### src/rtl/ula_op_sequencer_pkg.sv
// Shared op codes, FSM state encoding and board-level timing defaults for the ULA sequencer.
package ula_op_sequencer_pkg;

    localparam logic [2:0] OP_SUM  = 3'd0;
    localparam logic [2:0] OP_SUB  = 3'd1;
    localparam logic [2:0] OP_AND  = 3'd2;
    localparam logic [2:0] OP_OR   = 3'd3;
    localparam logic [2:0] OP_MULT = 3'd4;
    localparam logic [2:0] OP_XOR  = 3'd5;
    localparam logic [2:0] OP_DIV  = 3'd6;
    localparam logic [2:0] OP_NONE = 3'd7;

    localparam int DEBOUNCE_CYCLES_DEF = 500000;

    typedef enum logic [1:0] {
        ST_IDLE    = 2'd0,
        ST_LOAD    = 2'd1,
        ST_SETTLE  = 2'd2,
        ST_CAPTURE = 2'd3
    } seq_state_t;

endpackage

### src/rtl/ula_op_sequencer_key_debounce.sv
// One push-button: 2-FF synchronizer, stability counter, one-cycle pulse on debounced press.
module key_debounce
    import ula_op_sequencer_pkg::*;
#(
    parameter int DEBOUNCE_CYCLES = DEBOUNCE_CYCLES_DEF
) (
    input  logic clk,
    input  logic rst_n,
    input  logic key_n,
    output logic press
);

    localparam int CNT_W = (DEBOUNCE_CYCLES > 1) ? $clog2(DEBOUNCE_CYCLES + 1) : 1;

    logic [1:0]       sync_q, sync_d;
    logic [CNT_W-1:0] cnt_q, cnt_d;
    logic             level_q, level_d;
    logic             press_q, press_d;

    always_comb begin
        sync_d  = {sync_q[0], key_n};
        cnt_d   = cnt_q;
        level_d = level_q;
        // Any sample matching the current level restarts the stability window.
        if (sync_q[1] == level_q) begin
            cnt_d = '0;
        end else if (cnt_q == CNT_W'(DEBOUNCE_CYCLES - 1)) begin
            cnt_d   = '0;
            level_d = sync_q[1];
        end else begin
            cnt_d = cnt_q + 1'b1;
        end
        press_d = level_q & ~level_d;
    end

    always_ff @(posedge clk or negedge rst_n) begin
        if (!rst_n) begin
            sync_q  <= 2'b11;
            cnt_q   <= '0;
            level_q <= 1'b1;
            press_q <= 1'b0;
        end else begin
            sync_q  <= sync_d;
            cnt_q   <= cnt_d;
            level_q <= level_d;
            press_q <= press_d;
        end
    end

    assign press = press_q;

endmodule

### src/rtl/ula_op_sequencer.sv
// Button-driven sequencer for the 4-bit ULA: op select, operand latch, settle wait, result capture.
module ula_op_sequencer
    import ula_op_sequencer_pkg::*;
#(
    parameter int DEBOUNCE_CYCLES = DEBOUNCE_CYCLES_DEF,
    parameter int SETTLE_CYCLES   = 4,
    parameter int NUM_OPS         = 7
) (
    input  logic       clk,
    input  logic       rst_n,
    input  logic [1:0] key_n,
    input  logic [9:0] sw,
    output logic [3:0] alu_a,
    output logic [3:0] alu_b,
    output logic       alu_cin,
    output logic [2:0] alu_sel,
    input  logic [7:0] alu_result,
    input  logic       alu_cout,
    input  logic       alu_neg,
    output logic [2:0] op_q,
    output logic [7:0] result_q,
    output logic       flag_zero_q,
    output logic       flag_err_q,
    output logic       flag_cout_q,
    output logic       busy,
    output logic       done
);

    localparam int SET_W = (SETTLE_CYCLES > 1) ? $clog2(SETTLE_CYCLES) : 1;

    logic exec_evt, next_evt;

    key_debounce #(.DEBOUNCE_CYCLES(DEBOUNCE_CYCLES)) u_key_exec (
        .clk(clk), .rst_n(rst_n), .key_n(key_n[0]), .press(exec_evt)
    );
    key_debounce #(.DEBOUNCE_CYCLES(DEBOUNCE_CYCLES)) u_key_next (
        .clk(clk), .rst_n(rst_n), .key_n(key_n[1]), .press(next_evt)
    );

    seq_state_t       state_q, state_d;
    logic [2:0]       op_d;
    logic [3:0]       alu_a_q, alu_a_d, alu_b_q, alu_b_d;
    logic             alu_cin_q, alu_cin_d;
    logic [2:0]       alu_sel_q, alu_sel_d;
    logic [SET_W-1:0] settle_q, settle_d;
    logic [7:0]       result_d;
    logic             flag_zero_d, flag_err_d, flag_cout_d;
    logic             div_zero;
    logic [7:0]       cap_val;

    always_comb begin
        state_d     = state_q;
        op_d        = op_q;
        alu_a_d     = alu_a_q;
        alu_b_d     = alu_b_q;
        alu_cin_d   = alu_cin_q;
        alu_sel_d   = alu_sel_q;
        settle_d    = settle_q;
        result_d    = result_q;
        flag_zero_d = flag_zero_q;
        flag_err_d  = flag_err_q;
        flag_cout_d = flag_cout_q;
        done        = 1'b0;
        div_zero    = (alu_sel_q == OP_DIV) && (alu_b_q == 4'd0);
        cap_val     = div_zero ? 8'd0 : alu_result;

        case (state_q)
            ST_IDLE: begin
                // Execute has priority; a simultaneous next-op is dropped.
                if (exec_evt) begin
                    state_d = ST_LOAD;
                end else if (next_evt) begin
                    op_d = (op_q == 3'(NUM_OPS - 1)) ? 3'd0 : op_q + 3'd1;
                end
            end
            ST_LOAD: begin
                alu_a_d   = sw[9] ? result_q[3:0] : sw[3:0];
                alu_b_d   = sw[7:4];
                alu_cin_d = sw[8];
                alu_sel_d = op_q;
                settle_d  = SET_W'(SETTLE_CYCLES - 1);
                state_d   = ST_SETTLE;
            end
            ST_SETTLE: begin
                if (settle_q == '0) begin
                    state_d = ST_CAPTURE;
                end else begin
                    settle_d = settle_q - 1'b1;
                end
            end
            ST_CAPTURE: begin
                result_d    = cap_val;
                flag_zero_d = (cap_val == 8'd0);
                flag_err_d  = div_zero || ((alu_sel_q == OP_SUB) && alu_neg);
                flag_cout_d = (alu_sel_q == OP_SUM) && alu_cout;
                done        = 1'b1;
                state_d     = ST_IDLE;
            end
            default: state_d = ST_IDLE;
        endcase
    end

    always_ff @(posedge clk or negedge rst_n) begin
        if (!rst_n) begin
            state_q     <= ST_IDLE;
            op_q        <= 3'd0;
            alu_a_q     <= 4'd0;
            alu_b_q     <= 4'd0;
            alu_cin_q   <= 1'b0;
            alu_sel_q   <= 3'd0;
            settle_q    <= '0;
            result_q    <= 8'd0;
            flag_zero_q <= 1'b0;
            flag_err_q  <= 1'b0;
            flag_cout_q <= 1'b0;
        end else begin
            state_q     <= state_d;
            op_q        <= op_d;
            alu_a_q     <= alu_a_d;
            alu_b_q     <= alu_b_d;
            alu_cin_q   <= alu_cin_d;
            alu_sel_q   <= alu_sel_d;
            settle_q    <= settle_d;
            result_q    <= result_d;
            flag_zero_q <= flag_zero_d;
            flag_err_q  <= flag_err_d;
            flag_cout_q <= flag_cout_d;
        end
    end

    assign busy    = (state_q != ST_IDLE);
    assign alu_a   = alu_a_q;
    assign alu_b   = alu_b_q;
    assign alu_cin = alu_cin_q;
    assign alu_sel = alu_sel_q;

endmodule
### config.mk
export PLATFORM = sky130hd
export DESIGN_NAME = ula_op_sequencer
export DESIGN_NICKNAME = d
export VERILOG_FILES = /design/src/rtl/ula_op_sequencer_pkg.sv /design/src/rtl/ula_op_sequencer_key_debounce.sv /design/src/rtl/ula_op_sequencer.sv
export SDC_FILE = /design/constraint.sdc
export NUM_CORES = 1
export LEC_CHECK = 0
export BUFFER_PORTS_ARGS = -buffer_cell sky130_fd_sc_hd__buf_4
export CORE_MARGIN = 2
export CORE_UTILIZATION = 45
export DETAILED_ROUTE_END_ITERATION = 6
export PLACE_DENSITY = 0.65
export SLEW_MARGIN = 0
export SYNTH_ARGS = -nofsm -noshare
export SYNTH_HDL_FRONTEND = slang
export SYNTH_SLANG_ARGS = --single-unit
### constraint.sdc
create_clock -name clk -period 2.5 [get_ports clk]
set_input_delay 0 -clock clk [delete_from_list [all_inputs] [get_ports clk]]
set_output_delay 0 -clock clk [all_outputs]
set_load 0.02 [all_outputs]
==> results.py <==
metrics = {
    "run_status": {
        "status": "finished clean",
    },
    "logic_synthesis": {
        "ys_seq_area_share_pct": 53.8,
        "synth_cell_types": 47,
        "syn_nets": 373,
        "synthArstFlopShare_pct": 100,
        "synth_edf_count": 0,
        "syn-cell-area_um2": 3550,
        "ys_seq_elements": 76,
        "syn_inst": 341,
        "avgSynthCellArea_um2": 10.4,
        "synth_flop_cell": "dfrtp_1",
        "synth-warning-count": 0,
    },
    "place": {
        "hpwl_mm": 4.64,
        "place_congestion": 0.792,
        "dp.cells": 487,
        "io_buffer_count": 51,
    },
    "run": {
        "drv_cap": 0,
    },
    "detailed_routing": {
        "num_vias": 2684,
        "met2_wirelength_mm": 3.15,
        "highest_layer": "met4",
        "drcViolationCount": 0,
        "post_drt_via_cell_ratio": 5.13,
        "drt_iter0_drc": 137,
        "drt.antenna.violating_nets": 0,
        "dr_wl_met3_um": 360,
        "first_pass_iters": 4,
        "wl_per_cell_um": 13.3,
        "finalWirelength_mm": 6.97,
        "met1_length_mm": 3.32,
    },
    "clocking": {
        "clk_pin_slew_ns": 0.08,
        "clkSinkCount": 76,
        "cts_made_buffers": 9,
        "postCtsSetupBuffers": 0,
        "h-tree-depth": 3,
        "clk_path_buf_depth": 2,
        "cts_tree": "yes",
        "cts_root_buf": "clkbuf_8",
        "clock_latency_ns": 0.35,
    },
    "critical_path": {
        "start_kind": "flip-flop",
        "required_ns": 2.78,
        "worstSetupPathType": "reg2reg",
        "r2r_slack_ns": 0.61,
        "r2r_end": "u_key_next.level_q",
        "cp_max_fo": 10,
        "crit_path_end_kind": "flip-flop",
        "timing.rr.start": "u_key_next.cnt_q[0]",
        "r2r.worst_path.cells": 4,
        "worstPathCellList": "ha_1, nand4_1, nor4_1, mux2_2",
        "max_stage_delay_ns": 0.44,
        "worstPathArrival_ns": 2.17,
        "slowest_stage": "nor4_1",
    },
    "hold_path": {
        "hp-class": "in2reg",
        "hold_path_depth": 3,
        "hold_path_startpoint": "alu_neg",
        "min_to": "flag_err_q",
    },
    "timing": {
        "finalSetupViolations": 0,
        "finalHoldViolCount": 0,
        "tightest_slew_ns": 0.921,
        "max_slew_margin_pct": 38.6,
        "layout_min_cycle_time_ns": 1.89,
        "final_max_slew_viol_count": 0,
        "tns_ns": 0,
        "fmax_mhz": 528,
        "fin_crit_sh_pct": 75.8,
        "clock_skew_ns": 0.0102,
        "rsz0062_at_grt": "false",
    },
    "grt": {
        "grt_pass1_wl_mm": 12.1,
        "grt_max_degree": 77,
        "grt_overflow_total": 0,
        "grt_pass1_vias": 2703,
        "track_usage_pct": 17.8,
        "antenna_found_initial": 0,
    },
    "finish": {
        "fin_util_pct": 57.7,
        "drive_gt1_share_pct": 21.9,
        "final_common_cell": "dfrtp_1",
        "nets": 449,
        "syn2layout_area_growth_pct": 25.0,
        "layout_common_cells": "dfrtp_1 (70), buf_4 (54), nor2_1 (51)",
        "instances_no_fill": 523,
        "antennaDiodeCount": 0,
    },
    "floorplan": {
        "dieArea_um2": 8610,
        "core_um2": 7690,
        "start_util_pct": 46.2,
        "core.rowCount": 32,
        "die_y_um": 92.8,
        "num_io_pins": 52,
        "die_w_um": 92.8,
    },
    "pwr": {
        "total_leakage_power_nw": 1.94,
        "p_per_area_nw_per_um2": 513,
        "max-vdd-ir-drop_uv": 278,
    },
}
-- where the power goes --
part | switching (mW) | total, mW | internal [mW]
clock network | 0.449 | 0.904 | 0.454
registers | 0.0113 | 1.25 | 1.24
logic | 0.0556 | 0.116 | 0.0602
-- area by class of cell --
type	count	area, um2
Clock buffer	9	124
Fill cell	666	3250
Tap cell	102	128
Multi-Input combinational cell	231	1500
Sequential cell	76	1910
Clock inverter	6	66.3
Timing Repair Buffer	75	616
Inverter	24	90.1
-- registers in the layout, indices dropped and copies added (netlist names), 3 cells and up --
name / flops
u_key_next.cnt_q: 19
alu_sel: 3
u_key_exec.cnt_q: 19
op_q: 3
result_q: 8
alu_a: 4
alu_b: 4
-- how the worst max path moves through the flow --
stage,start,endpoint,slack [ns],depth (start not counted)
2_1_floorplan,u_key_next.cnt_q[0],u_key_next.cnt_q[7],0.69,5
3_3_place_gp,u_key_next.cnt_q[0],u_key_next.level_q,0.63,4
3_5_place_dp,u_key_next.cnt_q[0],u_key_next.level_q,0.61,4
4_1_cts,u_key_next.cnt_q[0],u_key_next.level_q,0.60,4
5_1_grt,u_key_next.cnt_q[0],u_key_next.level_q,0.42,4
6_report,u_key_next.cnt_q[0],u_key_next.level_q,0.61,4
-- per-layer routing --
| layer | GRT usage, % | vias up |
|---|---|---|
| li1 | - | 1339 |
| met1 | 22.9 | 1274 |
| met2 | 28.2 | 61 |
| met3 | 4.48 | 10 |
| met4 | 8.21 | 0 |
| met5 | 0 | - |
-- cells by family (layout without fill, tap and decap cells) --
kind of cell    Yosys count  count (layout)  share of synthesized area (%)
xor+xnor                 30              30                           7.40
buf+inv                  34             114                           3.88
flops                    76              76                           53.8
simple gates            138             138                           20.2
fa+ha+maj                 8               8                           2.82
mux                      15              15                           4.58
compound gates           40              40                           7.37
-- per-stage QoR --
| stage | setup slack, ns | hold slack [ns] | cell area, um2 | total power [mW] |
|---|---|---|---|---|
| after floorplan | 0.688 | -0.296 | 3550 | 1.31 |
| after global placement | 0.632 | 0.110 | 4040 | 1.37 |
| after detailed placement | 0.609 | 0.111 | 4040 | 1.37 |
| after CTS | 0.597 | 0.0127 | 4440 | 2.31 |
| after global routing | 0.423 | 0.0356 | 4440 | 2.39 |
| final | 0.606 | 0.0185 | 4440 | 2.27 |
-- worst max-delay path: cells and delay by family (launching register included) --
family        cells  cell delay, ns
mux               1            0.38
simple gates      2            0.82
flops             1            0.40
fa+ha+maj         1            0.22
-- synthesized netlist by cell type (all sizes together) (3+ instances only) --
| master | count | share of area (%) |
|---|---|---|
| dfstp | 6 | 4.4 |
| o21ai | 6 | 0.85 |
| nor2 | 51 | 5.4 |
| dfrtp | 70 | 49 |
| nor4b | 4 | 1.2 |
| and2 | 3 | 0.53 |
| or2 | 3 | 0.53 |
| mux2 | 10 | 3.2 |
| a31oi | 3 | 0.53 |
| xor2 | 6 | 1.5 |
| nand3 | 12 | 1.7 |
| xnor2 | 24 | 5.9 |
| inv | 24 | 2.5 |
| mux2i | 5 | 1.4 |
| buf | 3 | 0.56 |
| nor4 | 13 | 2.7 |
| o22ai | 8 | 1.4 |
| clkbuf | 7 | 0.78 |
| ha | 8 | 2.8 |
| nor3 | 8 | 1.1 |
| a21oi | 14 | 2.0 |
| nand4 | 12 | 2.3 |
| nand2 | 21 | 2.2 |
-- repair_timing --
item / CTS / global route
hold buffers: 21 / 0
gates resized for setup: 0 / 0
endpoints found under the hold margin: 91 / 0
Power figures use the tool's default switching activity.
